$ cat src/rtl/johnson_decoder.sv
// johnson_decoder
//
// Receive-side checker and decoder for a WIDTH-bit Johnson (twisted-ring)
// counter code. Each word sampled with in_valid is decoded to its phase index.
// The block flags illegal words and out-of-sequence steps, and it tracks a
// lock status for the incoming stream.
//
// Ports
//   clk        rising-edge clock
//   reset      asynchronous, active-low reset
//   in_valid   in_code is sampled on a rising edge where this is 1
//   in_code    Johnson-coded word, WIDTH bits
//   out_valid  one-cycle pulse per sampled word (1 cycle latency)
//   out_index  decoded phase 0..2*WIDTH-1 (0 for illegal words); holds when idle
//   code_err   pulse with out_valid: word is not a legal Johnson code
//   seq_err    pulse with out_valid: legal word, but not a hold or +1 step
//   locked     level: LOCK_COUNT consecutive good steps without error
//   err_count  saturating (255) count of errored samples, cleared by reset only
module johnson_decoder #(
  parameter  int WIDTH      = 4,
  parameter  int LOCK_COUNT = 4,
  localparam int IW         = $clog2(2 * WIDTH)
) (
  input  logic             clk,
  input  logic             reset,
  input  logic             in_valid,
  input  logic [WIDTH-1:0] in_code,
  output logic             out_valid,
  output logic [IW-1:0]    out_index,
  output logic             code_err,
  output logic             seq_err,
  output logic             locked,
  output logic [7:0]       err_count
);

  localparam int NPH = 2 * WIDTH;
  localparam int KW  = IW + 1;
  localparam int RW  = 4;
  localparam logic [WIDTH-1:0] ONE     = WIDTH'(1);
  localparam logic [RW-1:0]    RUN_MAX = RW'(LOCK_COUNT);
  localparam logic [IW-1:0]    IDX_MAX = IW'(NPH - 1);

  typedef enum logic {
    UNLOCKED = 1'b0,
    LOCKED   = 1'b1
  } lock_state_t;

  lock_state_t      state_q, state_d;
  logic [IW-1:0]    ref_q, ref_d;
  logic             ref_valid_q, ref_valid_d;
  logic [RW-1:0]    run_q, run_d;
  logic             out_valid_q, out_valid_d;
  logic [IW-1:0]    out_index_q, out_index_d;
  logic             code_err_q, code_err_d;
  logic             seq_err_q, seq_err_d;
  logic [7:0]       err_count_q, err_count_d;

  logic [KW-1:0]    ones;
  logic [WIDTH-1:0] inv_code;
  logic             legal;
  logic [KW-1:0]    dec_wide;
  logic [IW-1:0]    dec_idx;
  logic [IW-1:0]    ref_plus;
  logic [RW-1:0]    run_inc;

  // Decode. A word whose ones are contiguous from the LSB satisfies
  // x & (x+1) == 0. When the MSB is set, the complement must have that form
  // (ones contiguous from the MSB). The index comes from the popcount.
  always_comb begin
    ones = '0;
    for (int i = 0; i < WIDTH; i++) begin
      ones = ones + KW'(in_code[i]);
    end
    inv_code = ~in_code;
    if (!in_code[WIDTH-1]) begin
      legal    = ((in_code & (in_code + ONE)) == '0);
      dec_wide = ones;
    end else begin
      legal    = ((inv_code & (inv_code + ONE)) == '0);
      dec_wide = KW'(NPH) - ones;
    end
    dec_idx = dec_wide[IW-1:0];
  end

  // Expected next phase, wrapping from the last phase to 0. Also the
  // saturating run increment.
  always_comb begin
    ref_plus = (ref_q == IDX_MAX) ? '0 : ref_q + IW'(1);
    run_inc  = (run_q >= RUN_MAX) ? run_q : run_q + RW'(1);
  end

  // Next-state logic for the reference, the run counter, the lock FSM and the
  // registered outputs. An idle cycle changes nothing except clearing pulses.
  always_comb begin
    state_d     = state_q;
    ref_d       = ref_q;
    ref_valid_d = ref_valid_q;
    run_d       = run_q;
    out_valid_d = 1'b0;
    out_index_d = out_index_q;
    code_err_d  = 1'b0;
    seq_err_d   = 1'b0;
    err_count_d = err_count_q;

    if (in_valid) begin
      out_valid_d = 1'b1;
      if (!legal) begin
        code_err_d  = 1'b1;
        out_index_d = '0;
        ref_valid_d = 1'b0;
        run_d       = '0;
        state_d     = UNLOCKED;
        err_count_d = (err_count_q == 8'hFF) ? err_count_q : err_count_q + 8'd1;
      end else begin
        out_index_d = dec_idx;
        if (!ref_valid_q) begin
          // First legal word after reset or a code error only sets the reference.
          ref_d       = dec_idx;
          ref_valid_d = 1'b1;
        end else if (dec_idx == ref_q) begin
          ref_d = ref_q;
        end else if (dec_idx == ref_plus) begin
          ref_d = dec_idx;
          run_d = run_inc;
          if (run_inc == RUN_MAX) begin
            state_d = LOCKED;
          end
        end else begin
          // Resynchronise to the new phase so a single skip is reported once.
          seq_err_d   = 1'b1;
          ref_d       = dec_idx;
          run_d       = '0;
          state_d     = UNLOCKED;
          err_count_d = (err_count_q == 8'hFF) ? err_count_q : err_count_q + 8'd1;
        end
      end
    end
  end

  // State and output registers.
  always_ff @(posedge clk or negedge reset) begin
    if (!reset) begin
      state_q     <= UNLOCKED;
      ref_q       <= '0;
      ref_valid_q <= 1'b0;
      run_q       <= '0;
      out_valid_q <= 1'b0;
      out_index_q <= '0;
      code_err_q  <= 1'b0;
      seq_err_q   <= 1'b0;
      err_count_q <= '0;
    end else begin
      state_q     <= state_d;
      ref_q       <= ref_d;
      ref_valid_q <= ref_valid_d;
      run_q       <= run_d;
      out_valid_q <= out_valid_d;
      out_index_q <= out_index_d;
      code_err_q  <= code_err_d;
      seq_err_q   <= seq_err_d;
      err_count_q <= err_count_d;
    end
  end

  assign out_valid = out_valid_q;
  assign out_index = out_index_q;
  assign code_err  = code_err_q;
  assign seq_err   = seq_err_q;
  assign locked    = (state_q == LOCKED);
  assign err_count = err_count_q;

endmodule

$ cat config.mk
export PLATFORM = sky130hd
export DESIGN_NAME = johnson_decoder
export DESIGN_NICKNAME = d
export VERILOG_FILES = /design/src/rtl/johnson_decoder.sv
export SDC_FILE = /design/constraint.sdc
export NUM_CORES = 1
export LEC_CHECK = 0
export CAP_MARGIN = 20
export CELL_PAD_IN_SITES_DETAIL_PLACEMENT = 0
export CELL_PAD_IN_SITES_GLOBAL_PLACEMENT = 1
export CORE_MARGIN = 2
export CORE_UTILIZATION = 50
export CTS_BUF_LIST = sky130_fd_sc_hd__clkbuf_4
export CTS_CLUSTER_DIAMETER = 60
export DETAILED_ROUTE_END_ITERATION = 12
export DONT_BUFFER_PORTS = 1
export PLACE_DENSITY_LB_ADDON = 0.1
export SYNTH_ARGS = -nofsm -noshare
export SYNTH_HDL_FRONTEND = slang
export SYNTH_SLANG_ARGS = --single-unit
$ cat constraint.sdc
create_clock -name clk -period 3.1 [get_ports clk]
set_clock_uncertainty 0.2 [all_clocks]
set_input_delay 0.62 -clock clk [delete_from_list [all_inputs] [get_ports clk]]
set_output_delay 0.62 -clock clk [all_outputs]
set_load 0.01 [all_outputs]
==> metrics, run 1 <==
status finished clean; type of the most critical hold path in -> reg; Peak VDD IR 0.493 mV; Residual DRC 0; Top cell by count, worst path ha_4; Sink Count 23; Slew Limit Fails 0; die footprint 0.00324 mm²; initial antenna violation count 0; TritonCTS clock tree done; slowest stage cell, crit path fa_1; fin nets 181; Seq/Total Area, Yosys 41.1%; final hold vios 0; H-tree Lvls 1; Avg Vias per Cell 5.64; Boundary Pins 22; Worst-Skew Late Latency 310 ps; Die H 56.9 µm; deepest clock path buffer count 2; vias in the first global route 1,103; Post-Syn Nets 159; gr ovfl total 0; CP Cell Sequence inv_8 > fa_1 > inv_2 > ha_4 > ha_4 > xor2_4 > mux2i_1 > o31a_1 > nand3_2 > or4_4 > o221ai_2; Worst setup SP type primary input; FMAX 328 MHz; crit share post-route 98.3%; Synth Cell Area 0.00140 mm²; Synth Area per Inst 10.0 µm²; YS warnings 0; Power Density 628 mW/mm²; Syn Inst Count 140; Vias 1,082; DRT Pass-1 Iters 6; post-route ant nets 0; Port Buffers 0; layout cell share with drive strength beyond 1 28.6%; CP Max Fanout 3; CP bufs+invs 2; minimum clock period 3050 ps; CP Class in -> reg; DP Area 0.00158 mm²; Post-DP HPWL 2110 µm; crit end category register; commonest non-fill, non-tap cells in the layout dfrtp_1 (23), buf_4 (17), inv_1 (10); Core Region 0.00271 mm²; Rows 19; cell area after layout 0.00173 mm²; Fin Setup TNS 0 ps; Critical Path AT 3080 ps; gr usage total 18.9%; die extent in x 56.9 µm; Leak Pwr 0.797 nW; PnR Total Power 1.09 mW; clk root buf clkbuf_4; first-pass GRT wire length 4930 µm; pin count of the biggest net entering global routing 24; # setup viols final 0; critical path required time 3130 ps; Area Growth Syn to Fin 23.6%; Rel. slew slack 61.4%; number of flops mapped to enable cells by yosys 0; FILL cells 225; Initial Util 51.7%; Post-synth ARST share 100%; wire length per cell 14.9 µm; Ant. Diodes 0; Routability Congestion 0.819; CP max stage delay 530 ps; main flop type after synthesis dfrtp_1; Top delay family on crit path adder cells; RSZ-0062 raised after global routing true; most common cell after layout, fill and taps aside dfrtp_1; Post-Route WL 2870 µm; Worst-path clk slew 130 ps; Netlist cell types 40; CTS buffer count 3; worst-margin pin slew 578 ps; initial drt markers 24; flops & latches, synth 23; max-cap violations 0
==> kinds of logic after synthesis <==
kind of cell             after synthesis  share of synthesized area [%]
AND/OR/NAND/NOR                       45                           17.9
flip-flops                            23                           41.1
AO/OA/AOI/OAI                         22                           10.5
buffers and inverters                 17                           4.91
XOR/XNOR                              15                           9.38
adder cells (fa/ha/maj)               12                           11.2
multiplexers                           6                           4.91
==> final cells by class <==
type / instances / area, µm² / share of cell area, %
inverter: 14 / 60.1 / 3.47
clock inverter: 1 / 5.00 / 0.289
timing repair buffer: 20 / 164 / 9.47
multi-input combinational: 100 / 866 / 50.0
clock buffer: 3 / 22.5 / 1.30
tap: 31 / 38.8 / 2.24
sequential: 23 / 576 / 33.2
==> metrics by stage <==
stage / utilization (%) / worst slack (ps) / hold WS [ps] / std cells
2_1_floorplan: - / -286 / 124 / 140
5_1_grt: 63.9 / -67.9 / 96.6 / 192
4_1_cts: 60.0 / 2.48 / 118 / 190
3_3_place_gp: 58.4 / -280 / 125 / 184
6_report: 63.9 / 52.0 / 126 / 192
3_5_place_dp: 58.4 / -308 / 125 / 184
==> worst paths after layout <==
path                         startpoint      endpoint  slack (ps)  depth (start not counted)
max                          in_code[0]      run_q[0]          50                         11
min                            in_valid     out_valid         130                          0
max reg2reg                    ref_q[0]      run_q[0]         720                          7
min reg2reg                err_count[5]  err_count[5]         360                          1
max in group asynchronous         reset  err_count[6]        1680                          2
min in group asynchronous         reset  err_count[3]         530                          1
==> synthesized netlist by cell type (2+ instances only) <==
library cell	instances	area (µm²)
dfrtp_1	23	576
inv_1	14	52.6
ha_1	11	138
nand2_1	9	33.8
xor2_1	9	78.8
nor2_1	8	30.0
nor3_1	8	40.0
o21ai_0	7	35.0
xnor2_1	6	52.6
nand3_1	5	25.0
and3_1	3	18.8
mux2_2	3	33.8
a21oi_1	2	10.0
nand2b_1	2	12.5
nand4_1	2	12.5
nor2b_1	2	12.5
o22ai_1	2	12.5
o31a_1	2	17.5
==> timing repair <==
item                                    in CTS  in global routing
endpoints found under the setup margin       1                 10
endpoints found under the hold margin       23                  0
pin swaps                                    1                  4
buffers inserted                             1                  1
resized for setup                            0                 18
hold buffers                                 1                  0
==> sequential cells by signal, indices dropped and copies added (netlist names) <==
signal	flops
seq_err	1
code_err	1
err_count	8
ref_valid_q	1
out_index	3
ref_q	3
out_valid	1
run_q	4
locked	1
==> per-layer routing <==
metal / share of wire [%] / global-route usage, %
met5: 0 / 0
met4: 1.2 / 6.31
met3: 3.6 / 3.63
met2: 54 / 33.2
met1: 41 / 23.4
==> where the power goes <==
group | internal [mW] | switching [mW] | total [mW]
combinational | 0.236 | 0.232 | 0.468
clock | 0.0481 | 0.0918 | 0.140
sequential | 0.370 | 0.109 | 0.479
(Power assumes the default switching activity.)
==> inputs of run 2 (changes only) <==
--- a/config.mk
+++ b/config.mk
@@ -5,16 +5,18 @@
 export SDC_FILE = /design/constraint.sdc
 export NUM_CORES = 1
 export LEC_CHECK = 0
+export ABC_AREA = 1
 export CAP_MARGIN = 20
 export CELL_PAD_IN_SITES_DETAIL_PLACEMENT = 0
 export CELL_PAD_IN_SITES_GLOBAL_PLACEMENT = 1
 export CORE_MARGIN = 2
-export CORE_UTILIZATION = 50
+export CORE_UTILIZATION = 49
 export CTS_BUF_LIST = sky130_fd_sc_hd__clkbuf_4
 export CTS_CLUSTER_DIAMETER = 60
 export DETAILED_ROUTE_END_ITERATION = 12
 export DONT_BUFFER_PORTS = 1
 export PLACE_DENSITY_LB_ADDON = 0.1
+export RECOVER_POWER = 100
 export SYNTH_ARGS = -nofsm -noshare
 export SYNTH_HDL_FRONTEND = slang
 export SYNTH_SLANG_ARGS = --single-unit
==> run 2 against run 1 <==
Clock power barely moved. Sequential share of layout area increased by 3.2 points. Combinational power decreased by 28%. Global-route usage shrank 1.3 points. Via count grew 6.2%. Critical path type unchanged. Hold slack worse by 5.0 ps.
==> metrics, run 2 <==
DP Area 0.00155 mm² (-2.2%); Worst-Skew Late Latency 310 ps (about the same); final worst-path setup slack 296 ps (+244 ps); max reg flops 8 (unchanged); top cells by area, synth dfrtp_1 (39%), nand2_1 (14%), ha_1 (9.2%); TritonCTS clock tree done; Rows 20 (+1); Layout Cells excl Fill 220 (+15%); count leader, synth nand2_1; Area Growth Syn to Fin 5.70%; deepest clock path buffer count 2 (unchanged); CP Class in -> reg; Yosys top cell by area dfrtp_1; minimum clock period 2800 ps (-244 ps); final hold vios 0 (unchanged); Core Region 0.00298 mm² (+9.9%); critical path required time 3110 ps (-20 ps); die extent in x 59.2 µm (+4.0%); Boundary Pins 22 (unchanged); CP Cell Sequence inv_1 > fa_1 > inv_1 > ha_1 > ha_1 > inv_1 > nand2_1 > nand2_1 > nand2_1 > nand2_1 > nand2_1 > nand3_2 > nand3_2 > nand2_4 > nand3_2 > nand2_1 > nand2_1; Inst Count DP 214 (+16%); Seq/Total Area, Yosys 38.6% (-2.5 points); Routability Congestion 0.766 (-6.4%); wire length per cell 12.5 µm (-16%); Setup crit start in_code[0]; Worst-path clk slew 130 ps (about the same); CTS buffer count 3 (unchanged); type of the most critical hold path in -> reg; Leak Pwr 0.858 nW (+7.6%); initial drt markers 45 (+88%); worst hold path startpoint in_valid; gr usage total 17.7% (-1.3 points); Syn Inst Count 180 (+29%); Port Buffers 0 (unchanged); register area 576 µm² (unchanged); # setup viols final 0 (unchanged); worst-margin pin slew 873 ps (+295 ps); Vias 1,149 (+6.2%); fin nets 207 (+14%); Slew Limit Fails 0 (unchanged); RR Startpoint ref_q[0]; initial antenna violation count 0 (unchanged); crit end category register; FMAX 357 MHz (+8.7%); first-pass GRT wire length 4800 µm (-2.8%); crit share post-route 90.4% (-7.9 points); commonest non-fill, non-tap cells in the layout nand2_1 (57), dfrtp_1 (23), inv_1 (22); flop2flop setup slack 960 ps (+240 ps); Post-DP HPWL 2120 µm (+0.48%); die footprint 0.00350 mm² (+8.1%); RSZ-0062 raised after global routing false; pin count of the biggest net entering global routing 24 (unchanged); slowest stage cell, crit path fa_1; Power Density 573 mW/mm² (-8.7%); Top cell by count, worst path nand2_1; Netlist cell types 28 (-30%); most common cell after layout, fill and taps aside nand2_1; layout cell share with drive strength beyond 1 11.2% (-17 points); Synth Area per Inst 8.29 µm² (-17%); Synth Cell Area 0.00149 mm² (+6.5%); vias in the first global route 1,143 (+3.6%); CTS resizes 0 (unchanged); gr ovfl total 0 (unchanged); H-tree Lvls 1 (unchanged); main flop type after synthesis dfrtp_1; area taken by multi-input logic gates 790 µm² (-8.8%); Worst setup SP type primary input; Critical Path AT 2820 ps (-260 ps); Post-Route WL 2750 µm (-4.3%); Post-synth ARST share 100% (unchanged); top cells by count, synth nand2_1 (56), dfrtp_1 (23), inv_1 (21); CP max stage delay 550 ps (+20 ps); FILL cells 298 (+32%); cell area after layout 0.00158 mm² (-8.9%); YS warnings 0 (unchanged); flops & latches, synth 23 (unchanged); max-cap violations 0 (unchanged); Avg Vias per Cell 5.22 (-7.3%); Residual DRC 0 (unchanged); Fin Setup TNS 0 ps (unchanged); number of flops mapped to enable cells by yosys 0 (unchanged); Peak VDD IR 0.255 mV (-48%); Rel. slew slack 41.8% (-20 points); Initial Util 50.1% (-1.6 points); clk root buf clkbuf_4; Post-Syn Nets 199 (+25%); post-synth top area share 38.6% (-2.5 points); Ant. Diodes 0 (unchanged); status finished clean; CP Max Fanout 8 (+5); Die H 59.2 µm (+4.0%); Sink Count 23 (unchanged); post-route ant nets 0 (unchanged); DP Worst Slack -4.89 ps (+304 ps); DRT Pass-1 Iters 4 (-2)
-- run 2: changes by cell type after synthesis, sizes merged, moves of 4 or more --
cell	previous run	this run
nor2	8	12
nand4	2	10
nor3	8	0
nand2	9	58
inv	14	24
nand3	5	10
-- run 2: worst max-delay path, delay by kind of cell --
| kind | cells | cell delay, ps |
|---|---|---|
| adders and majority gates | 3 | 1020 |
| and+or+nand+nor | 11 | 1000 |
| buffers and inverters | 3 | 180 |
-- run 2: cell families (layout without fill, tap and decap cells) --
group / Yosys count / in the layout / synth area share, %
AO/OA/AOI/OAI: 13 / 13 / 5.78
XOR/XNOR: 10 / 10 / 5.87
adder cells (fa/ha/maj): 12 / 12 / 10.6
buffers and inverters: 27 / 34 / 7.88
flip-flops: 23 / 23 / 38.6
multiplexers: 1 / 1 / 0.754
AND/OR/NAND/NOR: 94 / 94 / 30.6
-- run 2: worst paths after layout --
kind	cells past startpoint	to
worst max-delay path	17	err_count[0]
min in group asynchronous	1	err_count[4]
worst min-delay path	0	out_valid
worst max register to register	10	err_count[2]
max in group asynchronous	2	ref_q[1]
worst min register to register	2	run_q[1]
-- run 2: layout make-up --
type,count,share of cell area [%]
Tap cell,33,2.62
Clock buffer,3,1.43
Sequential cell,23,36.5
Clock inverter,1,0.317
Multi-Input combinational cell,130,50.0
Inverter,25,6.03
Timing Repair Buffer,5,3.09
-- run 2: through the flow --
stage | util [%] | hold slack (ps) | power (mW)
after floorplan | - | 124 | 0.697
after global placement | 51.9 | 125 | 0.761
after detailed placement | 51.9 | 125 | 0.770
after CTS | 53.2 | 109 | 0.921
after global routing | 53.0 | 84.8 | 0.996
final | 53.0 | 121 | 0.904
-- run 2: layer usage --
metal	vias to the layer above	routed length, µm	share of wire, %	track usage (%)
met3	2	76	2.8	3.71
li1	586	-	-	-
met4	0	21	0.76	5.52
met1	547	1190	43	21.6
met5	-	0	0	0
met2	14	1460	53	30.8
-- run 2: repair_timing --
action	4_1_cts	5_1_grt
hold buffers	1	0
buffers inserted	0	0
endpoints found under the hold margin	23	0
-- run 2: power by group --
group / switching, mW / total [mW] / internal (mW)
Sequential: 0.0761 / 0.427 / 0.351
Combinational: 0.202 / 0.338 / 0.136
Clock: 0.0912 / 0.139 / 0.0481
Total: 0.369 / 0.904 / 0.535
